===== src/rtl/alu_result_stage.sv =====
// rtl/alu_result_stage.sv - ALU execute-to-writeback result stage with flag register and 2-entry FIFO
// Optional feature macro: ALU_STICKY_V_EN (sticky overflow flag, cleared by CLR_V)
module alu_result_stage (
  input  logic        CLK,
  input  logic        RST_N,
  input  logic        IN_VALID,
  output logic        IN_READY,
  input  logic [15:0] ALU_OUT,
  input  logic [3:0]  FLAG_OUT,
  input  logic [3:0]  S_ALU,
  input  logic [2:0]  DEST,
  input  logic        WE,
  input  logic [3:0]  COND,
  input  logic        CLR_V,
  output logic        OUT_VALID,
  input  logic        OUT_READY,
  output logic [15:0] OUT_DATA,
  output logic [2:0]  OUT_DEST,
  output logic        OUT_WE,
  output logic        OUT_COND_TRUE,
  output logic [3:0]  FLAGS
);

  localparam logic [3:0] OP_INON = 4'b1111;

  // Flags are ordered {S,Z,C,V}; codes 13..15 never take the branch.
  function automatic logic cond_eval(input logic [3:0] code, input logic [3:0] f);
    logic s, z, c, v, lt;
    s  = f[3];
    z  = f[2];
    c  = f[1];
    v  = f[0];
    lt = s ^ v;
    case (code)
      4'd0:    cond_eval = 1'b1;
      4'd1:    cond_eval = z;
      4'd2:    cond_eval = ~z;
      4'd3:    cond_eval = s;
      4'd4:    cond_eval = ~s;
      4'd5:    cond_eval = c;
      4'd6:    cond_eval = ~c;
      4'd7:    cond_eval = v;
      4'd8:    cond_eval = ~v;
      4'd9:    cond_eval = lt;
      4'd10:   cond_eval = ~lt;
      4'd11:   cond_eval = lt | z;
      4'd12:   cond_eval = ~(lt | z);
      default: cond_eval = 1'b0;
    endcase
  endfunction

  logic [15:0] data_q [2];
  logic [15:0] data_d [2];
  logic [2:0]  dest_q [2];
  logic [2:0]  dest_d [2];
  logic        we_q   [2];
  logic        we_d   [2];
  logic        ct_q   [2];
  logic        ct_d   [2];
  logic        head_q, head_d;
  logic        tail_q, tail_d;
  logic [1:0]  count_q, count_d;
  logic [3:0]  flags_q, flags_d;

  logic        push, pop;
  logic [3:0]  nf;
  logic [3:0]  wr_flags;
  logic        new_ct;

  assign IN_READY      = (count_q != 2'd2);
  assign OUT_VALID     = (count_q != 2'd0);
  assign push          = IN_VALID & IN_READY;
  assign pop           = OUT_VALID & OUT_READY;
  assign OUT_DATA      = data_q[head_q];
  assign OUT_DEST      = dest_q[head_q];
  assign OUT_WE        = we_q[head_q];
  assign OUT_COND_TRUE = ct_q[head_q];
  assign FLAGS         = flags_q;

`ifndef ALU_STICKY_V_EN
  // Without sticky V there is nothing to clear.
  logic unused_clr_v;
  assign unused_clr_v = CLR_V;
`endif

  // Flag register update; the branch condition sees the value being written.
  always_comb begin
    nf       = (S_ALU != OP_INON) ? FLAG_OUT : flags_q;
    flags_d  = flags_q;
`ifdef ALU_STICKY_V_EN
    wr_flags = {nf[3:1], (flags_q[0] | nf[0]) & ~CLR_V};
    if (push) begin
      flags_d = wr_flags;
    end
    if (CLR_V) begin
      flags_d[0] = 1'b0;
    end
`else
    wr_flags = nf;
    if (push) begin
      flags_d = wr_flags;
    end
`endif
    new_ct = cond_eval(COND, wr_flags);
  end

  // FIFO storage, pointer and occupancy next-state.
  always_comb begin
    data_d  = data_q;
    dest_d  = dest_q;
    we_d    = we_q;
    ct_d    = ct_q;
    head_d  = head_q;
    tail_d  = tail_q;
    count_d = count_q;
    if (push) begin
      data_d[tail_q] = ALU_OUT;
      dest_d[tail_q] = DEST;
      we_d[tail_q]   = WE;
      ct_d[tail_q]   = new_ct;
      tail_d         = ~tail_q;
    end
    if (pop) begin
      head_d = ~head_q;
    end
    case ({push, pop})
      2'b10:   count_d = count_q + 2'd1;
      2'b01:   count_d = count_q - 2'd1;
      default: count_d = count_q;
    endcase
  end

  // State registers; reset clears all entries so outputs read zero.
  always_ff @(posedge CLK or negedge RST_N) begin
    if (!RST_N) begin
      for (int i = 0; i < 2; i++) begin
        data_q[i] <= '0;
        dest_q[i] <= '0;
        we_q[i]   <= 1'b0;
        ct_q[i]   <= 1'b0;
      end
      head_q  <= 1'b0;
      tail_q  <= 1'b0;
      count_q <= 2'd0;
      flags_q <= 4'b0000;
    end else begin
      data_q  <= data_d;
      dest_q  <= dest_d;
      we_q    <= we_d;
      ct_q    <= ct_d;
      head_q  <= head_d;
      tail_q  <= tail_d;
      count_q <= count_d;
      flags_q <= flags_d;
    end
  end

endmodule


===== config.mk =====
export PLATFORM = sky130hd
export DESIGN_NAME = alu_result_stage
export DESIGN_NICKNAME = d
export VERILOG_FILES = /design/src/rtl/alu_result_stage.sv
export SDC_FILE = /design/constraint.sdc
export NUM_CORES = 1
export LEC_CHECK = 0
export BUFFER_PORTS_ARGS = -buffer_cell sky130_fd_sc_hd__buf_4
export CAP_MARGIN = 15
export CORE_MARGIN = 5
export CORE_UTILIZATION = 45
export CTS_BUF_LIST = sky130_fd_sc_hd__clkbuf_4 sky130_fd_sc_hd__clkbuf_8
export DETAILED_ROUTE_END_ITERATION = 10
export PLACE_DENSITY = 0.7
export SYNTH_ARGS = -nofsm -noshare
export SYNTH_HDL_FRONTEND = slang
export SYNTH_SLANG_ARGS = --single-unit

===== constraint.sdc =====
create_clock -name CLK -period 3.9 [get_ports CLK]
set_input_delay 0 -clock CLK [delete_from_list [all_inputs] [get_ports CLK]]
set_output_delay 0 -clock CLK [all_outputs]
set_load 0.03 [all_outputs]

Word level (Yosys, flattened, before mapping)
Index checks and enable logic that the tools add are counted.

storage, ports and cells
  output and inout port bits = 27
  logic and storage cells = 76
  flip-flop bits (word level) = 50

operators by class
  $add $sub $neg = 2
  $lt $le $gt $ge = 3
  eq/ne operators = 16
  mux-type cells = 25
  reductions and logical operators = 4
  bitwise gates (word level) = 14

operator list
  cell                 number
  $mux 16              4
  $bwmux 32            1
  $eq 4x4->1 const B   5
  $demux 16 s1         1
  $eq 4x3->1 const B   4
  $pmux 1 s13          1
  $mux 3               4
  $eq 4x2->1 const B   2
  $not 1->1            8
  $mux 1               7
  $bwmux 6             1
  $bwmux 2             2
  $eq 4x1->1 const B   1
  $ge 2x2->1 const B   2
  $logic_not 4->1      1
  $mux 4               1
  $ne 4x4->1 const B   1
  $not 1->2            2
  $pmux 2 s2           1
  $reduce_bool 2->1    2
  $demux 3 s1          1
  $add 2x1->2 const B  1
  $and 1x1->1          2
  $eq 2x1->1 const B   1
  other kinds (8)      8

Logic depth before layout (Yosys ltp)
  word-level depth = 7
  gate-level depth with buffers = 6

Worst setup path before layout
OpenSTA, ideal clock, no wires.

  path kind = register to register
  start = register count_q[0]
  end = register data_q[22] in the netlist's numbering
  path slack = 2.264 ns
  arrival time = 1.512 ns
  clock period less this slack = 1.636 ns
  buffers on the path = 1
  cell stages (with the launch flop) = 6
  required time = 3.775 ns
  cells stage by stage = dfrtp_1 > nand2b_2 > nand2_2 > nor2_1 > buf_2 > mux2_2

between the ends
  word-level cells in the longest chain between the ends = 2

RTL lines
  item                    RTL line  text
  start, declared         62        logic [1:0] count_q, count_d;
  start signal, assigned  153       count_q <= count_d;
  $ne 2x2->1              70        assign IN_READY = (count_q != 2'd2);
  named net IN_READY      7         output logic IN_READY,
  $and 1x1->1             72        assign push = IN_VALID & IN_READY;
  end signal, assigned    147       data_q <= data_d;
  end, declared           52        logic [15:0] data_q [2];

The timed path passes the listed nets, and every way through them passes these cells.
A chain may end at the register's enable or synchronous reset.

Worst setup path in the final report
  start = register count_q[0]
  end = register dest_q[5] in the netlist's numbering

between the ends
  word-level cells in the longest chain between the ends = 2

RTL lines
  item                  RTL line  text
  $ne 2x2->1            70
  $and 1x1->1           72
  end signal, assigned  148       dest_q <= dest_d;
  end, declared         54        logic [2:0] dest_q [2];

No other way between the ends.

==> run summary <==
status -> finished, final reports clean
number of fill cells -> 448
Resize count post-CTS -> 0
worst slew pin tran -> 0.989 ns
post-synthesis register bit count -> 50
wire length per cell -> 14.5 um
Worst R2R Path Depth -> 5
Critical Path Start Type -> flop
first-pass GRT wire length -> 8330 um
NumNets Final -> 298
initial antenna violation count -> 0
LEAKAGE -> 1.45 nW
Net Count, Synth -> 211
synthesized cell area -> 2390 um^2
hold wc startpoint -> OUT_READY
Seq/Total Area, Yosys -> 52.3%
Slew headroom -> 34.0%
largest net degree at the start of global routing -> 51
Routed Antenna Nets -> 0
CTS H-tree depth -> 2
TritonCTS Buffers -> 5
R2R Path End -> dest_q[5]$_DFFE_PN0P_
clock-pin transition on the worst setup and hold timing paths -> 0.08 ns
fmax -> 0.511 GHz
Setup Skew -> 0.00405 ns
share of layout cells above drive strength 1 -> 51.3%
Final Cycle Share -> 50.2%
VDD IR max -> 0.492 mV
Initial DRT Pass Iterations -> 4
crit end category -> flop
vias in the first global route -> 1,766
PortBufs -> 62
Setup TNS Final -> 0 ns
PnR worst setup slack -> 1.94 ns
final instance area -> 3250 um^2
CTS Buffer Depth -> 2
number of cells produced by synthesis -> 173
Hold Path Class -> input port to flop
final setup vio count -> 0
CTS Sinks -> 50
RSZ-0062 raised after global routing -> no
min cycle time layout -> 1.96 ns
Placer Congestion -> 0.697
crit path from -> count_q[0]$_DFFE_PN0P_
total power -> 2.75 mW
initial detailed-routing violation count -> 35
Avg Cell Area, Syn -> 13.8 um^2
CTS tree -> yes
slowest CP cell -> nor2_2
Tot GR Track Use -> 14.4%
Final Hold Viols -> 0
Worst path max stage delay -> 0.44 ns
DRC viols -> 0
row count -> 26
Starting Density -> 46.5%
root buffer cell -> clkbuf_8
GRT Residual Overflow -> 0
Clock Latency Late Sink -> 0.29 ns
die area -> 6870 um^2
Die Wd -> 82.9 um
Routed WL -> 4800 um
Post-synth top flop -> dfrtp_1
worst slack, placed -> 1.91 ns
CP required -> 4.08 ns
Post-DP HPWL -> 3260 um
crit path to -> dest_q[5]$_DFFE_PN0P_
Yosys Warn Count -> 0
Post-CTS Setup Bufs -> 0
chip height -> 82.9 um
cell-by-cell listing of the critical path -> nand2b_2, nand2_2, nor2_2, buf_4, mux2_2
Reg2Reg Setup Slack -> 1.94 ns
Area Overhead vs Synth -> 35.9%
Synth cell types -> 34
crit-path max FO -> 12
Worst EP arrival -> 2.14 ns
Vias/cell -> 4.95
critical path type -> flop to flop
I/O pins -> 64
Power Density -> 847 nW/um^2
max-cap viol count -> 0
max-slew violations -> 0
ANT cells -> 0
FFs w/ async S/R, synth -> 100%
Post-synth EDFFs -> 0
via count -> 1,638
Finished Core Util -> 63.2%
FF-to-FF Start -> count_q[0]$_DFFE_PN0P_
Placed Area -> 2930 um^2
core area -> 5140 um^2
## logic make-up (layout without fill, tap and decap cells)
| kind of cell | Yosys count | in the layout | share of synthesized area [%] |
|---|---|---|---|
| XOR/XNOR | 7 | 7 | 2.56 |
| buffers and inverters | 7 | 95 | 1.31 |
| multiplexers | 70 | 70 | 32.7 |
| AO/OA/AOI/OAI | 10 | 10 | 3.14 |
| AND/OR/NAND/NOR | 28 | 28 | 7.48 |
| adder cells (fa/ha/maj) | 1 | 1 | 0.523 |
| flip-flops | 50 | 50 | 52.3 |
## layout make-up
type | instances | area, um^2 | area share [%]
Multi-Input combinational cell | 116 | 1110 | 34.2
Clock buffer | 7 | 90.1 | 2.77
Tap cell | 70 | 87.6 | 2.70
Inverter | 1 | 3.75 | 0.116
Clock inverter | 1 | 5.00 | 0.154
Sequential cell | 50 | 1250 | 38.5
Timing Repair Buffer | 86 | 701 | 21.6
## cells in the mapped netlist, types with 2 or more instances
cell	n	share of area, %
mux2_2	56	26
dfrtp_1	50	52
mux2_1	8	3.8
mux2i_1	6	2.5
nor2_1	5	0.79
xnor2_1	5	1.8
buf_2	4	0.84
nand2_1	3	0.47
nand3_1	3	0.63
nand3b_1	3	0.94
nor2b_1	3	0.79
buf_1	2	0.31
o21ai_0	2	0.42
or3_1	2	0.52
xor2_1	2	0.73
## worst min path at each step
| stage | to | slack [ns] | cells after the start |
|---|---|---|---|
| floorplan | FLAGS[0]$_DFFE_PN0P_ | -0.30 | 0 |
| global placement | data_q[13]$_DFFE_PN0P_ | 0.06 | 1 |
| detailed placement | data_q[29]$_DFFE_PN0P_ | 0.06 | 1 |
| CTS | head_q$_DFFE_PN0P_ | 0.05 | 3 |
| global route | head_q$_DFFE_PN0P_ | 0.06 | 3 |
| finish | head_q$_DFFE_PN0P_ | 0.04 | 3 |
## metal layers
layer	GRT usage (%)	routed length, um	up-vias
met1	17.7	2080	800
li1	-	-	799
met2	25.0	2450	34
met4	3.12	40	0
met5	0	0	-
met3	4.36	236	5
## state kept, by name, indices dropped and copies added (netlist names)
register,count
head_q,1
FLAGS,4
count_q,2
ct_q,2
data_q,32
tail_q,1
we_q,2
dest_q,6
## repair_timing
action                                  CTS  global route
hold endpoints to repair                 91             0
endpoints found under the setup margin    0             0
hold buffers                             22             0
## cells in the final DEF (no fill, tap or decap), drive strengths merged, types with 2 or more instances in the layout
master and instances:
dfrtp 50, nor2b 3, o21ai 3, xor2 2, mux2 64, nand2 4
xnor2 5, nor2 5, or3 2, nand3b 3, clkbuf 7, dlygate4sd3 22
nand3 3, buf 64, mux2i 6
## critical path, delay by kind of cell (launching register included)
kind                   cells  cell delay, ns
flip-flops                 1            0.41
buffers and inverters      1            0.31
multiplexers               1            0.36
AND/OR/NAND/NOR            3            0.76
## where the power goes
part,internal [mW],switching [mW]
clock,0.150,0.158
combinational,0.732,0.746
sequential,0.784,0.183
## per-stage QoR
step | hold slack (ns) | std cells
after floorplan | -0.296 | 173
after global placement | 0.0648 | 301
after detailed placement | 0.0600 | 301
after CTS | 0.0469 | 331
after global routing | 0.0627 | 331
final | 0.0438 | 331
(Power assumes the default switching activity.)
